### src/rtl/pixel_packer_if.sv
// Pixel stream into the packer and packed-word stream out to the DRAM writer.
// The slave modport is the packer's view; the master modport drives pixels and consumes words.
interface pixel_packer_if;
   logic [8:0]   h_count;
   logic [7:0]   v_count;
   logic         pixel_valid;
   logic         pixel_last;
   logic [15:0]  pixel_data;
   logic [127:0] word_data;
   logic [26:0]  word_addr;
   logic         word_valid;
   logic         word_ready;

   modport slave (
      input  h_count, v_count, pixel_valid, pixel_last, pixel_data, word_ready,
      output word_data, word_addr, word_valid
   );

   modport master (
      output h_count, v_count, pixel_valid, pixel_last, pixel_data, word_ready,
      input  word_data, word_addr, word_valid
   );
endinterface

### src/rtl/pixel_packer.sv
// Packs 320x180 RGB565 pixels eight to a 128-bit DRAM word, tracks raster order,
// and buffers completed words in a first-word-fall-through FIFO.
module pixel_packer #(
   parameter int          FIFO_DEPTH      = 16,
   parameter logic [26:0] FRAME_BASE_ADDR = 27'h0
) (
   input  logic                        clk,
   input  logic                        rst,
   pixel_packer_if.slave               bus,
   input  logic                        flags_clear,
   output logic                        frame_done,
   output logic                        overflow,
   output logic                        order_error,
   output logic [$clog2(FIFO_DEPTH):0] fifo_count
);
   localparam int          AW      = $clog2(FIFO_DEPTH);
   localparam int          EW      = 128 + 27 + 1;
   localparam logic [AW:0] DEPTH_C = (AW+1)'(FIFO_DEPTH);

   localparam logic [0:0] EXPECT_FIRST = 1'b0;
   localparam logic [0:0] IN_FRAME     = 1'b1;

   logic         in_range;
   logic         acc;
   logic         mismatch;
   logic         order_set;
   logic         complete;
   logic [2:0]   lane;
   logic [26:0]  addr_calc;
   logic [127:0] pack_q;
   logic [127:0] pack_merge;
   logic [0:0]   state;
   logic [8:0]   exp_h;
   logic [7:0]   exp_v;

   logic         vld_p1;
   logic [127:0] cw_data_p1;
   logic [26:0]  cw_addr_p1;
   logic         cw_last_p1;

   logic [EW-1:0] mem [FIFO_DEPTH];
   logic [AW-1:0] wr_ptr;
   logic [AW-1:0] rd_ptr;
   logic [EW-1:0] head;
   logic          full;
   logic          pop;
   logic          push_ok;

   assign in_range  = (bus.h_count < 9'd320) && (bus.v_count < 8'd180);
   assign acc       = bus.pixel_valid && in_range;
   assign lane      = bus.h_count[2:0];
   assign mismatch  = (state == EXPECT_FIRST) ?
                      ((bus.h_count != 9'd0) || (bus.v_count != 8'd0)) :
                      ((bus.h_count != exp_h) || (bus.v_count != exp_v));
   assign order_set = bus.pixel_valid && (!in_range || mismatch);
   assign complete  = acc && ((lane == 3'd7) || bus.pixel_last);
   assign addr_calc = FRAME_BASE_ADDR + 27'(bus.v_count) * 27'd40 + 27'(bus.h_count[8:3]);

   always_comb begin
      pack_merge = pack_q;
      pack_merge[{lane, 4'b0000} +: 16] = bus.pixel_data;
   end

   // Order tracker: the expectation follows every packed pixel, so a skip is flagged once
   always_ff @(posedge clk or posedge rst) begin
      if (rst) begin
         state <= EXPECT_FIRST;
         exp_h <= 9'd0;
         exp_v <= 8'd0;
      end else if (acc) begin
         if (bus.pixel_last) begin
            state <= EXPECT_FIRST;
            exp_h <= 9'd0;
            exp_v <= 8'd0;
         end else begin
            state <= IN_FRAME;
            if (bus.h_count == 9'd319) begin
               exp_h <= 9'd0;
               exp_v <= bus.v_count + 8'd1;
            end else begin
               exp_h <= bus.h_count + 9'd1;
               exp_v <= bus.v_count;
            end
         end
      end
   end

   // Stage p0 -> p1: pack register and completed-word holding register
   always_ff @(posedge clk or posedge rst) begin
      if (rst) begin
         pack_q <= '0;
         vld_p1 <= 1'b0;
      end else begin
         vld_p1 <= complete;
         if (acc) pack_q <= complete ? '0 : pack_merge;
      end
   end

   always_ff @(posedge clk) begin
      if (complete) begin
         cw_data_p1 <= pack_merge;
         cw_addr_p1 <= addr_calc;
         cw_last_p1 <= bus.pixel_last;
      end
   end

   // Stage p1 -> FIFO: entry layout is {data, addr, last}
   assign head           = mem[rd_ptr];
   assign bus.word_valid = (fifo_count != '0);
   assign full           = (fifo_count == DEPTH_C);
   assign pop            = bus.word_valid && bus.word_ready;
   assign push_ok        = vld_p1 && (!full || pop);
   assign bus.word_data  = bus.word_valid ? head[EW-1 -: 128] : '0;
   assign bus.word_addr  = bus.word_valid ? head[27:1] : '0;

   always_ff @(posedge clk) begin
      if (push_ok) mem[wr_ptr] <= {cw_data_p1, cw_addr_p1, cw_last_p1};
   end

   always_ff @(posedge clk or posedge rst) begin
      if (rst) begin
         wr_ptr      <= '0;
         rd_ptr      <= '0;
         fifo_count  <= '0;
         frame_done  <= 1'b0;
         overflow    <= 1'b0;
         order_error <= 1'b0;
      end else begin
         if (push_ok) wr_ptr <= wr_ptr + 1'b1;
         if (pop)     rd_ptr <= rd_ptr + 1'b1;
         case ({push_ok, pop})
            2'b10:   fifo_count <= fifo_count + 1'b1;
            2'b01:   fifo_count <= fifo_count - 1'b1;
            default: fifo_count <= fifo_count;
         endcase
         frame_done <= pop && head[0];
         // Setting wins over a coincident clear
         if (vld_p1 && full && !pop) overflow <= 1'b1;
         else if (flags_clear)       overflow <= 1'b0;
         if (order_set)              order_error <= 1'b1;
         else if (flags_clear)       order_error <= 1'b0;
      end
   end
endmodule

### src/flat_wrapper.sv
// flat-port wrapper written by rule: the top's interface ports become plain ports
module pixel_packer_flat 
#(
   parameter int          FIFO_DEPTH      = 16,
   parameter logic [26:0] FRAME_BASE_ADDR = 27'h0
)
  (clk, rst, flags_clear, frame_done, overflow, order_error, fifo_count, bus_h_count, bus_v_count, bus_pixel_valid, bus_pixel_last, bus_pixel_data, bus_word_ready, bus_word_data, bus_word_addr, bus_word_valid);
  pixel_packer_if bus_i ();
  input  logic clk;
  input  logic rst;
  input  logic flags_clear;
  output logic frame_done;
  output logic overflow;
  output logic order_error;
  output logic [$clog2(FIFO_DEPTH):0] fifo_count;
  input wire logic [$bits(bus_i.h_count)-1:0] bus_h_count;
  input wire logic [$bits(bus_i.v_count)-1:0] bus_v_count;
  input wire logic [$bits(bus_i.pixel_valid)-1:0] bus_pixel_valid;
  input wire logic [$bits(bus_i.pixel_last)-1:0] bus_pixel_last;
  input wire logic [$bits(bus_i.pixel_data)-1:0] bus_pixel_data;
  input wire logic [$bits(bus_i.word_ready)-1:0] bus_word_ready;
  output wire logic [$bits(bus_i.word_data)-1:0] bus_word_data;
  output wire logic [$bits(bus_i.word_addr)-1:0] bus_word_addr;
  output wire logic [$bits(bus_i.word_valid)-1:0] bus_word_valid;
  assign bus_i.h_count = bus_h_count;
  assign bus_i.v_count = bus_v_count;
  assign bus_i.pixel_valid = bus_pixel_valid;
  assign bus_i.pixel_last = bus_pixel_last;
  assign bus_i.pixel_data = bus_pixel_data;
  assign bus_i.word_ready = bus_word_ready;
  assign bus_word_data = bus_i.word_data;
  assign bus_word_addr = bus_i.word_addr;
  assign bus_word_valid = bus_i.word_valid;
  pixel_packer #(.FIFO_DEPTH(FIFO_DEPTH), .FRAME_BASE_ADDR(FRAME_BASE_ADDR)) u_core (.clk(clk), .rst(rst), .bus(bus_i), .flags_clear(flags_clear), .frame_done(frame_done), .overflow(overflow), .order_error(order_error), .fifo_count(fifo_count));
endmodule
### config.mk
export PLATFORM = sky130hd
export DESIGN_NAME = pixel_packer_flat
export DESIGN_NICKNAME = d
export VERILOG_FILES = /design/src/rtl/pixel_packer_if.sv /design/src/rtl/pixel_packer.sv /design/src/flat_wrapper.sv
export SDC_FILE = /design/constraint.sdc
export NUM_CORES = 2
export LEC_CHECK = 0
export CAP_MARGIN = 10
export CORE_MARGIN = 4
export CORE_UTILIZATION = 55
export CTS_BUF_LIST = sky130_fd_sc_hd__clkbuf_16
export DETAILED_ROUTE_END_ITERATION = 8
export MAX_ROUTING_LAYER = met4
export PLACE_DENSITY = 0.72
export SLEW_MARGIN = 0
export SYNTH_ARGS = -nofsm -noshare
export SYNTH_HDL_FRONTEND = slang
export SYNTH_SLANG_ARGS = --single-unit
### constraint.sdc
create_clock -name clk -period 13.55 [get_ports clk]
set_input_delay 2.71 -clock clk [delete_from_list [all_inputs] [get_ports clk]]
set_output_delay 2.71 -clock clk [all_outputs]
set_load 0.03 [all_outputs]
==> results.ini <==
[route]
drc_errors=0
wl_met1_mm=91.2
ant_nets=0
met3WireLength_mm=22.4
wl_mm=237
first_pass_iters=5
dr_wl_met2_mm=118
drt-vias-per-instance=6.49
dr.first_iter.drc_count=6613
highest-signal-layer=met4
route.vias.total=47000
routedWlPerCell_um=32.7

[synth]
synth_async_sr_flop_share_pct=6.24
yosysTopAreaCellShare_pct=72.9
synth.top_cells.by_count=sky130_fd_sc_hd__edfxtp_1, sky130_fd_sc_hd__mux4_2, sky130_fd_sc_hd__dfrtp_1
part_of_the_yosys_area_used_for_sequential_elements_pct=76.9
synth_edf_count=2448
yosysWarnings=0
dominantRegCellSynth=sky130_fd_sc_hd__edfxtp_1
synth.largest_area_cell=sky130_fd_sc_hd__edfxtp_1
ys_types=56
postSynthAreaPerCell_sq_um=23.1
synthesis.instances=4375
synth_area_sq_um=101000
synth.area.top_cells=sky130_fd_sc_hd__edfxtp_1, sky130_fd_sc_hd__mux4_2, sky130_fd_sc_hd__dfrtp_1
yosys.cell_count.top_type=sky130_fd_sc_hd__edfxtp_1
ys_ff_latch=2611

[clock_tree]
cts.root.buffer_cell=sky130_fd_sc_hd__clkbuf_16
ctsResizeCount=0
cts_tree=built
cts_max_level=4
cts.clk_slew.worst_paths_ns=0.06
insertion_delay_ns=0.89
cts.sinks=2611
cts.hold.buffers_added=0
numCtsBuffers=240
postCtsSetupBuffers=0
cts_max_path_buffers=3

[floorplanning]
floorplan.die_area_sq_um=190000
rows=156
chipWidth_um=436
ios=203
initial_util_pct=55.6
die_height_um=436
core-area_sq_um=182000

[critical_path]
reg2reg_to=u_core.mem[11][113]
r2r-start=u_core.fifo_count[0]
worst_path_dominant_cell_family=buffers and inverters
path_max_fanout=147
cp-start-kind=register
cp_common_cell=sky130_fd_sc_hd__mux4_2
timing_worst_setup_path_type=reg2out
critical-path-slowest-cell=sky130_fd_sc_hd__dfrtp_4
required_ns=10.84
cp_num_buf_inv=3
crit_start=u_core.rd_ptr[2]
cp_slowest_stage_delay_ns=1.04
crit_arrival_ns=5.65
worst_setup_path_end_kind=output pin
path_cells=buf_12, buf_4, mux4_2, mux4_2, and2_1, clkdlybuf4s50_1
reg2reg_depth=7
worst-r2r-setup-slack_ns=9.29

[global_route]
global_route_wire_length_before_repair_mm=345
globalRouteTotalUtil_pct=26.0
antenna_found_initial=19
grt_start_max_net_pins=148
grt-ovfl-total=0
number_of_global_route_vias_before_repair=48400

[final_layout]
fillerInstances=12000
flow.area_growth_from_synthesis_pct=12.2
finish.net_count=4719
fraction_of_final_layout_cells_with_drive_strength_greater_than_1_pct=26.7

[sta]
post-route-min-period_ns=8.36
fin_crit_sh_pct=61.7
maxSlewViolCount=0
max_freq_ghz=0.120
worst_setup_margin_ns=5.19
pin_slew_with_the_least_headroom_to_its_limit_ns=1.28
worst_slew_margin_rel_pct=14.4
hold_violations=0
grt_setup_unrepaired=no
clk_skew_ns=0.0481
sum_of_negative_setup_slack_ns=0
report.final.setup_viol=0

[worst_hold_path]
hold-path-cell-count=2
min_path_type=reg2reg
min_to=u_core.pack_q[113]
holdCritStartpoint=u_core.pack_q[113]

[place]
globalplace.congestion=0.751
buffer_ports.inserted=190
dp_slack_ns=6.07
detailedPlacementHpwl_mm=112

[run]
timing.max_cap.violations=0

[power_and_ir_drop]
powerDensity_nw_per_um2=199
power.ir.vdd_worst_mv=0.220
cellLeakagePower_nw=36.6

[run_status]
outcome=complete, no violations

## worst max path at each step
| stage | endpoint | slack [ns] | cells after the start |
|---|---|---|---|
| finish | bus_word_data[40] | 5.19 | 6 |
| global route | bus_word_data[81] | 4.85 | 6 |
| CTS | bus_word_data[81] | 5.07 | 6 |
| detailed placement | bus_word_data[81] | 6.07 | 6 |
| global placement | bus_word_data[81] | 6.05 | 6 |
| floorplan | u_core.vld_p1 | 2.91 | 7 |
## stage by stage
step                      std cells  total power [W]  utilization (%)  instance area (sq um)  hold WS [ns]
final                          7246           0.0225             62.3                 113000         0.474
after global routing           7239           0.0234             62.3                 113000         0.505
after CTS                      7233           0.0228             62.3                 113000         0.475
after detailed placement       6775           0.0164             58.2                 106000         0.460
after global placement         6775           0.0164             58.2                 106000         0.455
after floorplan                4387           0.0142                -                 101000         0.440
## logic make-up (layout without fill, tap and decap cells)
kind of cell	Yosys count	count (layout)	synth area share [%]
flip-flops	2611	2611	76.9
AND/OR/NAND/NOR	409	409	2.18
multiplexers	850	850	17.5
buffers and inverters	283	759	1.34
AO/OA/AOI/OAI	140	140	1.16
other	1	26	0.00372
adder cells (fa/ha/maj)	33	33	0.432
XOR/XNOR	48	48	0.417
## where the power goes
group | switching (W) | internal, W
clock network | 0.00292 | 0.00346
registers | 0.000271 | 0.00905
logic | 0.00356 | 0.00328
## worst reg2reg max path, delay by kind of cell (launching register included)
kind,cells,cell delay (ns)
buffers and inverters,2,1.64
AND/OR/NAND/NOR,5,1.78
flip-flops,1,0.44
## sequential cells by signal, indices dropped and copies added (netlist names)
name and count:
u_core.fifo_count 5, u_core.state 1, u_core.frame_done 1, u_core.exp_h 9, u_core.rd_ptr 4, u_core.cw_data_p1 128, u_core.exp_v 8, u_core.cw_last_p1 1
u_core.cw_addr_p1 15, u_core.vld_p1 1, u_core.wr_ptr 4, u_core.overflow 1, u_core.pack_q 128, u_core.mem 2304, u_core.order_error 1
## cells in the final DEF (no fill, tap or decap), drive strengths merged, types with 9 or more instances in the layout
cell           instances
mux4                 720
inv                   98
and2                 146
conb                  13
nor2                  30
nand2                124
bufinv                12
nand2b                48
nand3                 10
xnor2                 33
clkinv               124
edfxtp              2448
a22o                  37
ha                    30
diode                 13
clkbuf               240
clkdlybuf4s50        188
o21ai                 23
dfrtp                163
xor2                  15
a32o                  53
buf                   90
nand4                 11
nor3                   9
mux2                 128
## final cells by class
class / count / area (sq um) / share of cell area (%)
Clock inverter: 218 / 1540 / 1.36
Sequential cell: 2611 / 77600 / 68.6
Antenna cell: 13 / 32.5 / 0.0288
Multi-Input combinational cell: 1493 / 22100 / 19.6
Timing Repair Buffer: 278 / 2780 / 2.45
Clock buffer: 240 / 6010 / 5.31
Tap cell: 2370 / 2970 / 2.62
Inverter: 23 / 93.8 / 0.0829
## per-layer routing
layer  global-route usage (%)  vias up
met5                        -        -
met4                     6.73        0
met3                     5.06      341
met2                     40.3     2564
met1                     36.2    25200
li1                         -    18900
No activity file was read; power rests on OpenSTA's default activity.
